===== src/rtl/pll_reset_sequencer.sv =====
// pll_reset_sequencer
// Drives the PLL RESET pin, watches the asynchronous PLL LOCK and releases the
// staged downstream resets only after lock has been continuously stable.
// Runs on the free-running crystal clock so it keeps working while the PLL is
// unlocked, and re-pulses the PLL reset after a lock loss.
// Optional build macro PLLSEQ_TIMEOUT_EN: when defined, WAIT_LOCK gives up after
// LOCK_TIMEOUT_CYCLES and re-pulses the PLL reset; when undefined the timeout
// counter is not built and WAIT_LOCK waits forever.
module pll_reset_sequencer #(
    parameter int LOCK_STABLE_CYCLES  = 1024,
    parameter int LOCK_TIMEOUT_CYCLES = 65536,
    parameter int PLL_RST_CYCLES      = 16,
    parameter int STAGE_GAP           = 8,
    parameter int NSTAGES             = 3
) (
    input  logic               clkin,
    input  logic               rst_n,
    input  logic               lock,
    output logic               pll_reset,
    output logic [NSTAGES-1:0] rst_out_n,
    output logic               ready,
    output logic [7:0]         loss_count,
    output logic [2:0]         state
);

    typedef enum logic [2:0] {
        RESET_PLL = 3'd0,
        WAIT_LOCK = 3'd1,
        STABLE    = 3'd2,
        RELEASE   = 3'd3,
        RUN       = 3'd4
    } state_t;

    // Counters are sized one bit wider than $clog2 of their terminal count and
    // compare against terminal-1, so they never wrap.
    localparam int RST_W = $clog2(PLL_RST_CYCLES) + 1;
    localparam int STB_W = $clog2(LOCK_STABLE_CYCLES) + 1;
    localparam int GAP_W = $clog2(STAGE_GAP) + 1;

    localparam logic [RST_W-1:0] RST_LAST = RST_W'(PLL_RST_CYCLES - 1);
    localparam logic [STB_W-1:0] STB_LAST = STB_W'(LOCK_STABLE_CYCLES - 1);
    localparam logic [GAP_W-1:0] GAP_LAST = GAP_W'(STAGE_GAP - 1);

`ifdef PLLSEQ_TIMEOUT_EN
    localparam int TO_W = $clog2(LOCK_TIMEOUT_CYCLES) + 1;
    localparam logic [TO_W-1:0] TO_LAST = TO_W'(LOCK_TIMEOUT_CYCLES - 1);
`endif

    // Elaboration-time parameter sanity checks.
    if (LOCK_STABLE_CYCLES < 1) begin : g_bad_stable
        $error("LOCK_STABLE_CYCLES must be at least 1");
    end
    if (LOCK_TIMEOUT_CYCLES < 1) begin : g_bad_timeout
        $error("LOCK_TIMEOUT_CYCLES must be at least 1");
    end
    if (PLL_RST_CYCLES < 1) begin : g_bad_pll_rst
        $error("PLL_RST_CYCLES must be at least 1");
    end
    if (STAGE_GAP < 1) begin : g_bad_gap
        $error("STAGE_GAP must be at least 1");
    end
    if ((NSTAGES < 1) || (NSTAGES > 8)) begin : g_bad_nstages
        $error("NSTAGES must be in 1..8");
    end

    // Saturating increment for the lock-loss counter.
    function automatic logic [7:0] sat_inc8(input logic [7:0] val);
        sat_inc8 = (val == 8'hFF) ? val : val + 8'd1;
    endfunction

    logic                r_lock_meta;
    logic                r_lock_s;

    state_t              r_state;
    state_t              w_state_nxt;

    logic [RST_W-1:0]    r_rst_cnt;
    logic [RST_W-1:0]    w_rst_cnt_nxt;
    logic [STB_W-1:0]    r_stb_cnt;
    logic [STB_W-1:0]    w_stb_cnt_nxt;
    logic [GAP_W-1:0]    r_gap_cnt;
    logic [GAP_W-1:0]    w_gap_cnt_nxt;
`ifdef PLLSEQ_TIMEOUT_EN
    logic [TO_W-1:0]     r_to_cnt;
    logic [TO_W-1:0]     w_to_cnt_nxt;
`endif

    logic                r_pll_reset;
    logic                w_pll_reset_nxt;
    logic [NSTAGES-1:0]  r_rst_out_n;
    logic [NSTAGES-1:0]  w_rst_out_n_nxt;
    logic                r_ready;
    logic                w_ready_nxt;
    logic [7:0]          r_loss_count;
    logic [7:0]          w_loss_count_nxt;

    // Stage pattern after releasing the next bit (bit 0 first).
    logic [NSTAGES-1:0]  w_rst_shift;
    assign w_rst_shift = (r_rst_out_n << 1) | NSTAGES'(1);

    // Two-flop synchronizer for the asynchronous PLL LOCK.
    always_ff @(posedge clkin or negedge rst_n) begin
        if (!rst_n) begin
            r_lock_meta <= 1'b0;
            r_lock_s    <= 1'b0;
        end else begin
            r_lock_meta <= lock;
            r_lock_s    <= r_lock_meta;
        end
    end

    // FSM state, counters and registered outputs.
    always_ff @(posedge clkin or negedge rst_n) begin
        if (!rst_n) begin
            r_state      <= RESET_PLL;
            r_rst_cnt    <= '0;
            r_stb_cnt    <= '0;
            r_gap_cnt    <= '0;
            r_pll_reset  <= 1'b1;
            r_rst_out_n  <= '0;
            r_ready      <= 1'b0;
            r_loss_count <= 8'd0;
        end else begin
            r_state      <= w_state_nxt;
            r_rst_cnt    <= w_rst_cnt_nxt;
            r_stb_cnt    <= w_stb_cnt_nxt;
            r_gap_cnt    <= w_gap_cnt_nxt;
            r_pll_reset  <= w_pll_reset_nxt;
            r_rst_out_n  <= w_rst_out_n_nxt;
            r_ready      <= w_ready_nxt;
            r_loss_count <= w_loss_count_nxt;
        end
    end

`ifdef PLLSEQ_TIMEOUT_EN
    // WAIT_LOCK timeout counter register.
    always_ff @(posedge clkin or negedge rst_n) begin
        if (!rst_n) begin
            r_to_cnt <= '0;
        end else begin
            r_to_cnt <= w_to_cnt_nxt;
        end
    end
`endif

    // Next-state and output decode; every counter defaults to zero so it is
    // cleared on any state entry and only advances while its state persists.
    always_comb begin
        w_state_nxt      = r_state;
        w_rst_cnt_nxt    = '0;
        w_stb_cnt_nxt    = '0;
        w_gap_cnt_nxt    = '0;
`ifdef PLLSEQ_TIMEOUT_EN
        w_to_cnt_nxt     = '0;
`endif
        w_pll_reset_nxt  = r_pll_reset;
        w_rst_out_n_nxt  = r_rst_out_n;
        w_ready_nxt      = r_ready;
        w_loss_count_nxt = r_loss_count;

        case (r_state)
            RESET_PLL: begin
                if (r_rst_cnt == RST_LAST) begin
                    w_state_nxt     = WAIT_LOCK;
                    w_pll_reset_nxt = 1'b0;
                end else begin
                    w_rst_cnt_nxt = r_rst_cnt + 1'b1;
                end
            end

            WAIT_LOCK: begin
                if (r_lock_s) begin
                    w_state_nxt = STABLE;
                end
`ifdef PLLSEQ_TIMEOUT_EN
                else if (r_to_cnt == TO_LAST) begin
                    w_state_nxt     = RESET_PLL;
                    w_pll_reset_nxt = 1'b1;
                end else begin
                    w_to_cnt_nxt = r_to_cnt + 1'b1;
                end
`endif
            end

            STABLE: begin
                // A drop here is a glitch: back to WAIT_LOCK, no loss counted.
                // It also wins over a stable count terminating on this edge.
                if (!r_lock_s) begin
                    w_state_nxt = WAIT_LOCK;
                end else if (r_stb_cnt == STB_LAST) begin
                    w_rst_out_n_nxt = w_rst_shift;
                    if (w_rst_shift[NSTAGES-1]) begin
                        w_state_nxt = RUN;
                        w_ready_nxt = 1'b1;
                    end else begin
                        w_state_nxt = RELEASE;
                    end
                end else begin
                    w_stb_cnt_nxt = r_stb_cnt + 1'b1;
                end
            end

            RELEASE: begin
                // Loss wins over a stage release on the same edge.
                if (!r_lock_s) begin
                    w_state_nxt      = RESET_PLL;
                    w_pll_reset_nxt  = 1'b1;
                    w_rst_out_n_nxt  = '0;
                    w_ready_nxt      = 1'b0;
                    w_loss_count_nxt = sat_inc8(r_loss_count);
                end else if (r_gap_cnt == GAP_LAST) begin
                    w_rst_out_n_nxt = w_rst_shift;
                    if (w_rst_shift[NSTAGES-1]) begin
                        w_state_nxt = RUN;
                        w_ready_nxt = 1'b1;
                    end
                end else begin
                    w_gap_cnt_nxt = r_gap_cnt + 1'b1;
                end
            end

            RUN: begin
                if (!r_lock_s) begin
                    w_state_nxt      = RESET_PLL;
                    w_pll_reset_nxt  = 1'b1;
                    w_rst_out_n_nxt  = '0;
                    w_ready_nxt      = 1'b0;
                    w_loss_count_nxt = sat_inc8(r_loss_count);
                end
            end

            default: begin
                w_state_nxt     = RESET_PLL;
                w_pll_reset_nxt = 1'b1;
                w_rst_out_n_nxt = '0;
                w_ready_nxt     = 1'b0;
            end
        endcase
    end

    assign pll_reset  = r_pll_reset;
    assign rst_out_n  = r_rst_out_n;
    assign ready      = r_ready;
    assign loss_count = r_loss_count;
    assign state      = r_state;

endmodule


===== config.mk =====
export PLATFORM = sky130hd
export DESIGN_NAME = pll_reset_sequencer
export DESIGN_NICKNAME = d
export VERILOG_FILES = /design/src/rtl/pll_reset_sequencer.sv
export SDC_FILE = /design/constraint.sdc
export NUM_CORES = 1
export LEC_CHECK = 0
export ABC_AREA = 0
export ABC_CLOCK_PERIOD_IN_PS = 1450
export CAP_MARGIN = 20
export CORE_ASPECT_RATIO = 1.25
export CORE_MARGIN = 3
export CORE_UTILIZATION = 34
export DETAILED_ROUTE_END_ITERATION = 8
export GPL_TIMING_DRIVEN = 0
export PLACE_DENSITY = 0.62
export SLEW_MARGIN = 0
export SYNTH_ARGS = -nofsm -noshare
export SYNTH_HDL_FRONTEND = slang
export SYNTH_SLANG_ARGS = --single-unit

===== constraint.sdc =====
create_clock -name clkin -period 1.45 [get_ports clkin]
set_clock_uncertainty 0.1 [all_clocks]
set_input_delay 0.29 -clock clkin [delete_from_list [all_inputs] [get_ports clkin]]
set_output_delay 0.29 -clock clkin [all_outputs]
set_load 0.02 [all_outputs]

# [After elaboration in Yosys (flattened, before gate mapping)]
# Cells that the tools add are included.
[totals] ff_bits=38 out_inout_bits=16 wordCells=76
[op_classes] addsub=4 eq_ne=17 mux=33 bitwise=4 reduce_logical=8
[op_table] op="$mux W3" n=13
[op_table] op="$mux W11" n=3
[op_table] op="$pmux W3 S5" n=1
[op_table] op="$mux W4" n=3
[op_table] op="$ne A2 B2 Y1 const B" n=6
[op_table] op="$pmux W3 S4" n=1
[op_table] op="$add A11 B1 Y11 const B" n=1
[op_table] op="$eq A11 B10 Y1 const B" n=1
[op_table] op="$mux W5" n=2
[op_table] op="$ne A3 B3 Y1 const B" n=3
[op_table] op="$add A8 B1 Y8 const B" n=1
[op_table] op="$eq A8 B8 Y1 const B" n=1
[op_table] op="$mux W1" n=8
[op_table] op="$eq A3 B2 Y1 const B" n=2
[op_table] op="$reduce_and A3 Y1" n=2
[op_table] op="$reduce_and A6 Y1" n=1
[op_table] op="$reduce_or A2 Y1" n=3
[op_table] op="$add A5 B1 Y5 const B" n=1
[op_table] op="$eq A5 B4 Y1 const B" n=1
[op_table] op="$reduce_and A5 Y1" n=1
[op_table] op="$add A4 B1 Y4 const B" n=1
[op_table] op="$eq A4 B3 Y1 const B" n=1
[op_table] op="$not A1 Y1" n=4
[op_table] op="$pmux W1 S4" n=1
[op_table] op="other kinds (4)" n=4

# [Logic depth before layout (Yosys ltp)]
[logic_depth] word_depth=4 depth_mapped=6

# [Worst setup path before layout]
# No wires, ideal clock.
[synth_timing] path_type="flip-flop to flip-flop" from="register r_state[1] (netlist: state[1])" to="register r_loss_count[1] (netlist: loss_count[1])" setup_time_ps=125 arrival_ps=1488 slack_ps=-263 stages_incl_launch_ff=5 path_cell_list="dfrtp_1 > or3b_4 > a21oi_4 > nand2_2 > mux2_4"
[synth_via] elab_chain_len=3
[synth_rtl] element="start, declared" line="74" text="state_t r_state;"
[synth_rtl] element="start signal, assigned" line="124" text="r_state <= w_state_nxt;"
[synth_rtl] element="$eq A3 B3 Y1 or $eq A3 B2 Y1 (tied branches)" line="161" text="case (r_state)"
[synth_rtl] element="$reduce_or A2 Y1 (no source line) *"
[synth_rtl] element="$reduce_and A3 Y1 (no source line) *"
[synth_rtl] element="end signal, assigned" line="131" text="r_loss_count <= w_loss_count_nxt;"
[synth_rtl] element="end, declared" line="94" text="logic [7:0] r_loss_count;"
# Every way passes the cells marked *; elsewhere a longest branch is shown, timed or not.
# A chain may end at the register's enable or synchronous reset.

# [Final worst setup path]
[layout_timing] from="register r_gap_cnt[1]" to="register r_state[1] (netlist: state[1])"
[layout_via] elab_chain_len=3
[layout_rtl] element="start, declared" line="81" text="logic [GAP_W-1:0] r_gap_cnt;"
[layout_rtl] element="start signal, assigned" line="127" text="r_gap_cnt <= w_gap_cnt_nxt;"
[layout_rtl] element="$eq A4 B3 Y1" line="211" text="end else if (r_gap_cnt == GAP_LAST) begin"
[layout_rtl] element="$ne A3 B3 Y1 (no source line)"
[layout_rtl] element="$reduce_and A6 Y1 (no source line)"
# Every way passes these cells.

==> reports/metrics.cfg <==
[pwr]
pwr-share-comb_pct = 41.5
irDropWorstVdd_uv = 777
power.share.switching_pct = 36.2
p_sw_mw = 1.34
seqPwrFrac_pct = 38.4
leakage_nw = 1.13
internal-power_mw = 2.36
clock_power_share_pct = 20.1
cellPowerDensity_nw_per_um2 = 1400

[worst_setup_path]
setup.worst_path.class = flop to flop
r2r_start = r_gap_cnt[1]$_DFF_PN0_
crit_path_start_kind = flop
cp-startpoint = r_gap_cnt[1]$_DFF_PN0_
endpoint_class_of_the_critical_path = flop
timing.critical_path.required_ps = 1520
critPathMaxFanout = 3
worst_ep_arrival_time_ps = 1820

[run]
maxCapViolations = 0

[logic_synthesis]
combinational_family_with_the_most_area_after_synthesis = simple AND/OR/NAND/NOR gates
async_reset_ff_share_pct = 100
synthesis.area_per_instance_sq_um = 11.0
synth_compound_area_share_pct = 7.63
synthDominantCellAreaShare_pct = 48.3
mappedNetlistArea_sq_um = 1920
yosys.area.top_type = sky130_fd_sc_hd__dfrtp_1
synth_xor_xnor_area_share_pct = 8.68
ys_warn_count = 0
synth_edf_count = 0
ys_seq_elements = 38
synth_cell_types = 47
post_synth_and_or_nand_nor_area_fraction_pct = 25.2
yosys-top-cells-area = sky130_fd_sc_hd__dfrtp_1, sky130_fd_sc_hd__xnor2_1, sky130_fd_sc_hd__xor2_1
dominantRegCellSynth = sky130_fd_sc_hd__dfrtp_1
synthAdderAreaFrac_pct = 2.61
post_synth_inst_count = 174
post_synth_mux_area_share_pct = 3.20
synth_seq_area_share_pct = 49.6
mappedNetlistNets = 181

[final_layout]
layoutNonFillerInstCount = 286
area.growth.synth_to_final_pct = 37.4
nNetsFinal = 230
mostFrequentLayoutCells = sky130_fd_sc_hd__dfrtp_1, sky130_fd_sc_hd__buf_4, sky130_fd_sc_hd__xnor2_1
mostFrequentLayoutCell = sky130_fd_sc_hd__dfrtp_1
final_core_utilization_pct = 50.1
drive_above_1_share_pct = 42.0
antenna-diode-count = 0

[timing]
max_slew_margin_pct = 42.7
fin_crit_ps = 1750
worst_slew_pin_slew_ps = 859
min_period_over_period_pct = 121
report.final.slew_viol_count = 0
grt_setup_unrepaired = true
setup_violations = 24
fin_worst_hold_slack_ps = 11.0
timing.final.hold_violations = 0
fmaxAchievable_mhz = 572
layout_setup_ws_ps = -299

[floorplanning]
die_area_sq_um = 6580
boundary_pin_count = 19
floorplan.initialDensity_pct = 36.5
die_width_microns = 73.2
core_area_sq_um = 5260
floorplan.die.height_microns = 90.0
row_count = 29

[drt]
total_vias_in_the_final_route = 1452
final_antenna_net_count = 0
first_drt_pass_iteration_count = 4
postRouteWirelength_microns = 4040
post_drt_wl_per_cell_microns = 14.1
remaining_drc_errors = 0
drt_iter0_markers = 51
post_drt_via_cell_ratio = 5.08

[placed_design]
place.detailed.hpwl_microns = 2320
buffer_ports.inserted = 18
dp_slack_ps = -292
place.gp.congestion = 0.738
place.detailed.instances = 254

[clock_network]
htree_num_levels = 2
tritoncts.num_buffers = 5
clkSlewWorstSetupHoldPaths_ps = 70
clock_latency_ps = 290
clk_root_buffer_cell = sky130_fd_sc_hd__clkbuf_8
clock_path_buffers = 2
clock-sinks = 38
clock_tree_from_tritoncts = done

[global_routing]
grt-ovfl-total = 0
grt_max_degree = 39
overall_track_demand_over_capacity_in_global_routing_pct = 12.7
grt_pass1_vias = 1524
grt_antenna_before_repair = 0
grt_pass1_wl_microns = 6690

[worst_hold_path]
path_class_of_the_lowest_slack_min_delay_path = primary input to asynchronous set/reset pin

[status]
status = complete, but fails checks
violations = setup timing

[kinds of logic after synthesis]
group                      count (synthesis)
buffers and inverters                     10
and+or+nand+nor                           78
xor gates and xnor gates                  19
adders and majority gates                  4
DFF                                       38
AOI/OAI and AO/OA                         20
muxes                                      5
[final timing paths]
| check | to | slack, ps | depth (start not counted) |
|---|---|---|---|
| setup / recovery | state[1]$_DFFE_PN0P_ | -300 | 5 |
| hold / removal | rst_out_n[1]$_DFFE_PN0P_ | 10 | 1 |
| setup reg to reg | state[1]$_DFFE_PN0P_ | -300 | 5 |
| hold reg to reg | r_lock_s$_DFF_PN0_ | 260 | 0 |
| max in group asynchronous | r_stb_cnt[6]$_DFF_PN0_ | 650 | 1 |
| min in group clkin | r_lock_s$_DFF_PN0_ | 260 | 0 |
[sequential cells by signal (all words and copies together) (netlist names)]
name,flops
state,3
ready,1
r_rst_cnt,5
r_lock_s,1
r_gap_cnt,4
loss_count,8
r_stb_cnt,11
rst_out_n,3
r_lock_meta,1
pll_reset,1
[worst max-delay path, cell delays in order (launching register included)]
cell and delay, ps:
sky130_fd_sc_hd__dfrtp_1 400, sky130_fd_sc_hd__ha_4 160, sky130_fd_sc_hd__nand4b_1 180, sky130_fd_sc_hd__a221oi_4 370, sky130_fd_sc_hd__o21ai_2 120, sky130_fd_sc_hd__mux2_4 300
[per-stage QoR]
step | setup TNS (ps) | area [sq um] | power (mW)
6_report | -3940 | 2640 | 3.69
3_5_place_dp | -4570 | 2190 | 2.66
3_3_place_gp | -42150 | 2190 | 2.66
5_1_grt | -5300 | 2640 | 3.93
2_1_floorplan | -2480 | 1940 | 2.23
4_1_cts | -3560 | 2490 | 3.53
[per-layer routing]
metal  vias up  GRT usage (%)  part of all wire [%]
li1        707              -                     -
met1       712           15.5                    43
met2        22           20.1                    51
met3        11           3.13                   3.0
met4         0           7.08                   2.8
met5         -              0                     0
[area by class of cell]
type                    count  area, sq um
clock buffers               8         90.1
plain buffers               5         52.6
flip-flops and latches     38          961
repair buffers             42          369
well taps                  62         77.6
inverters                   5         18.8
multi-input cells         126         1070
fillers                   469         2630
[synth_stat cells (all sizes together), types with 5 or more instances]
| library cell | number |
|---|---|
| dfrtp | 37 |
| nor2 | 17 |
| nand2 | 11 |
| xnor2 | 11 |
| a21oi | 9 |
| nand3 | 9 |
| xor2 | 8 |
| and3 | 6 |
| nand4 | 6 |
| and2 | 5 |
| buf | 5 |
| inv | 5 |
[power groups by stage]
stage                     clock network [mW]  logic, mW  registers [mW]
after floorplan                            0      0.683            1.55
after global placement                     0       1.22            1.45
after detailed placement                   0       1.22            1.44
after CTS                              0.772       1.34            1.41
after global routing                   0.812       1.66            1.45
final                                  0.742       1.53            1.42
[repair_timing]
item / CTS / global route
pin swaps: 16 / 11
cloned: 1 / 0
hold buffers: 0 / 0
endpoints found under the setup margin: 40 / 36
gates resized for setup: 44 / 35
setup buffers: 19 / 5
No activity file was read; power rests on OpenSTA's default activity.
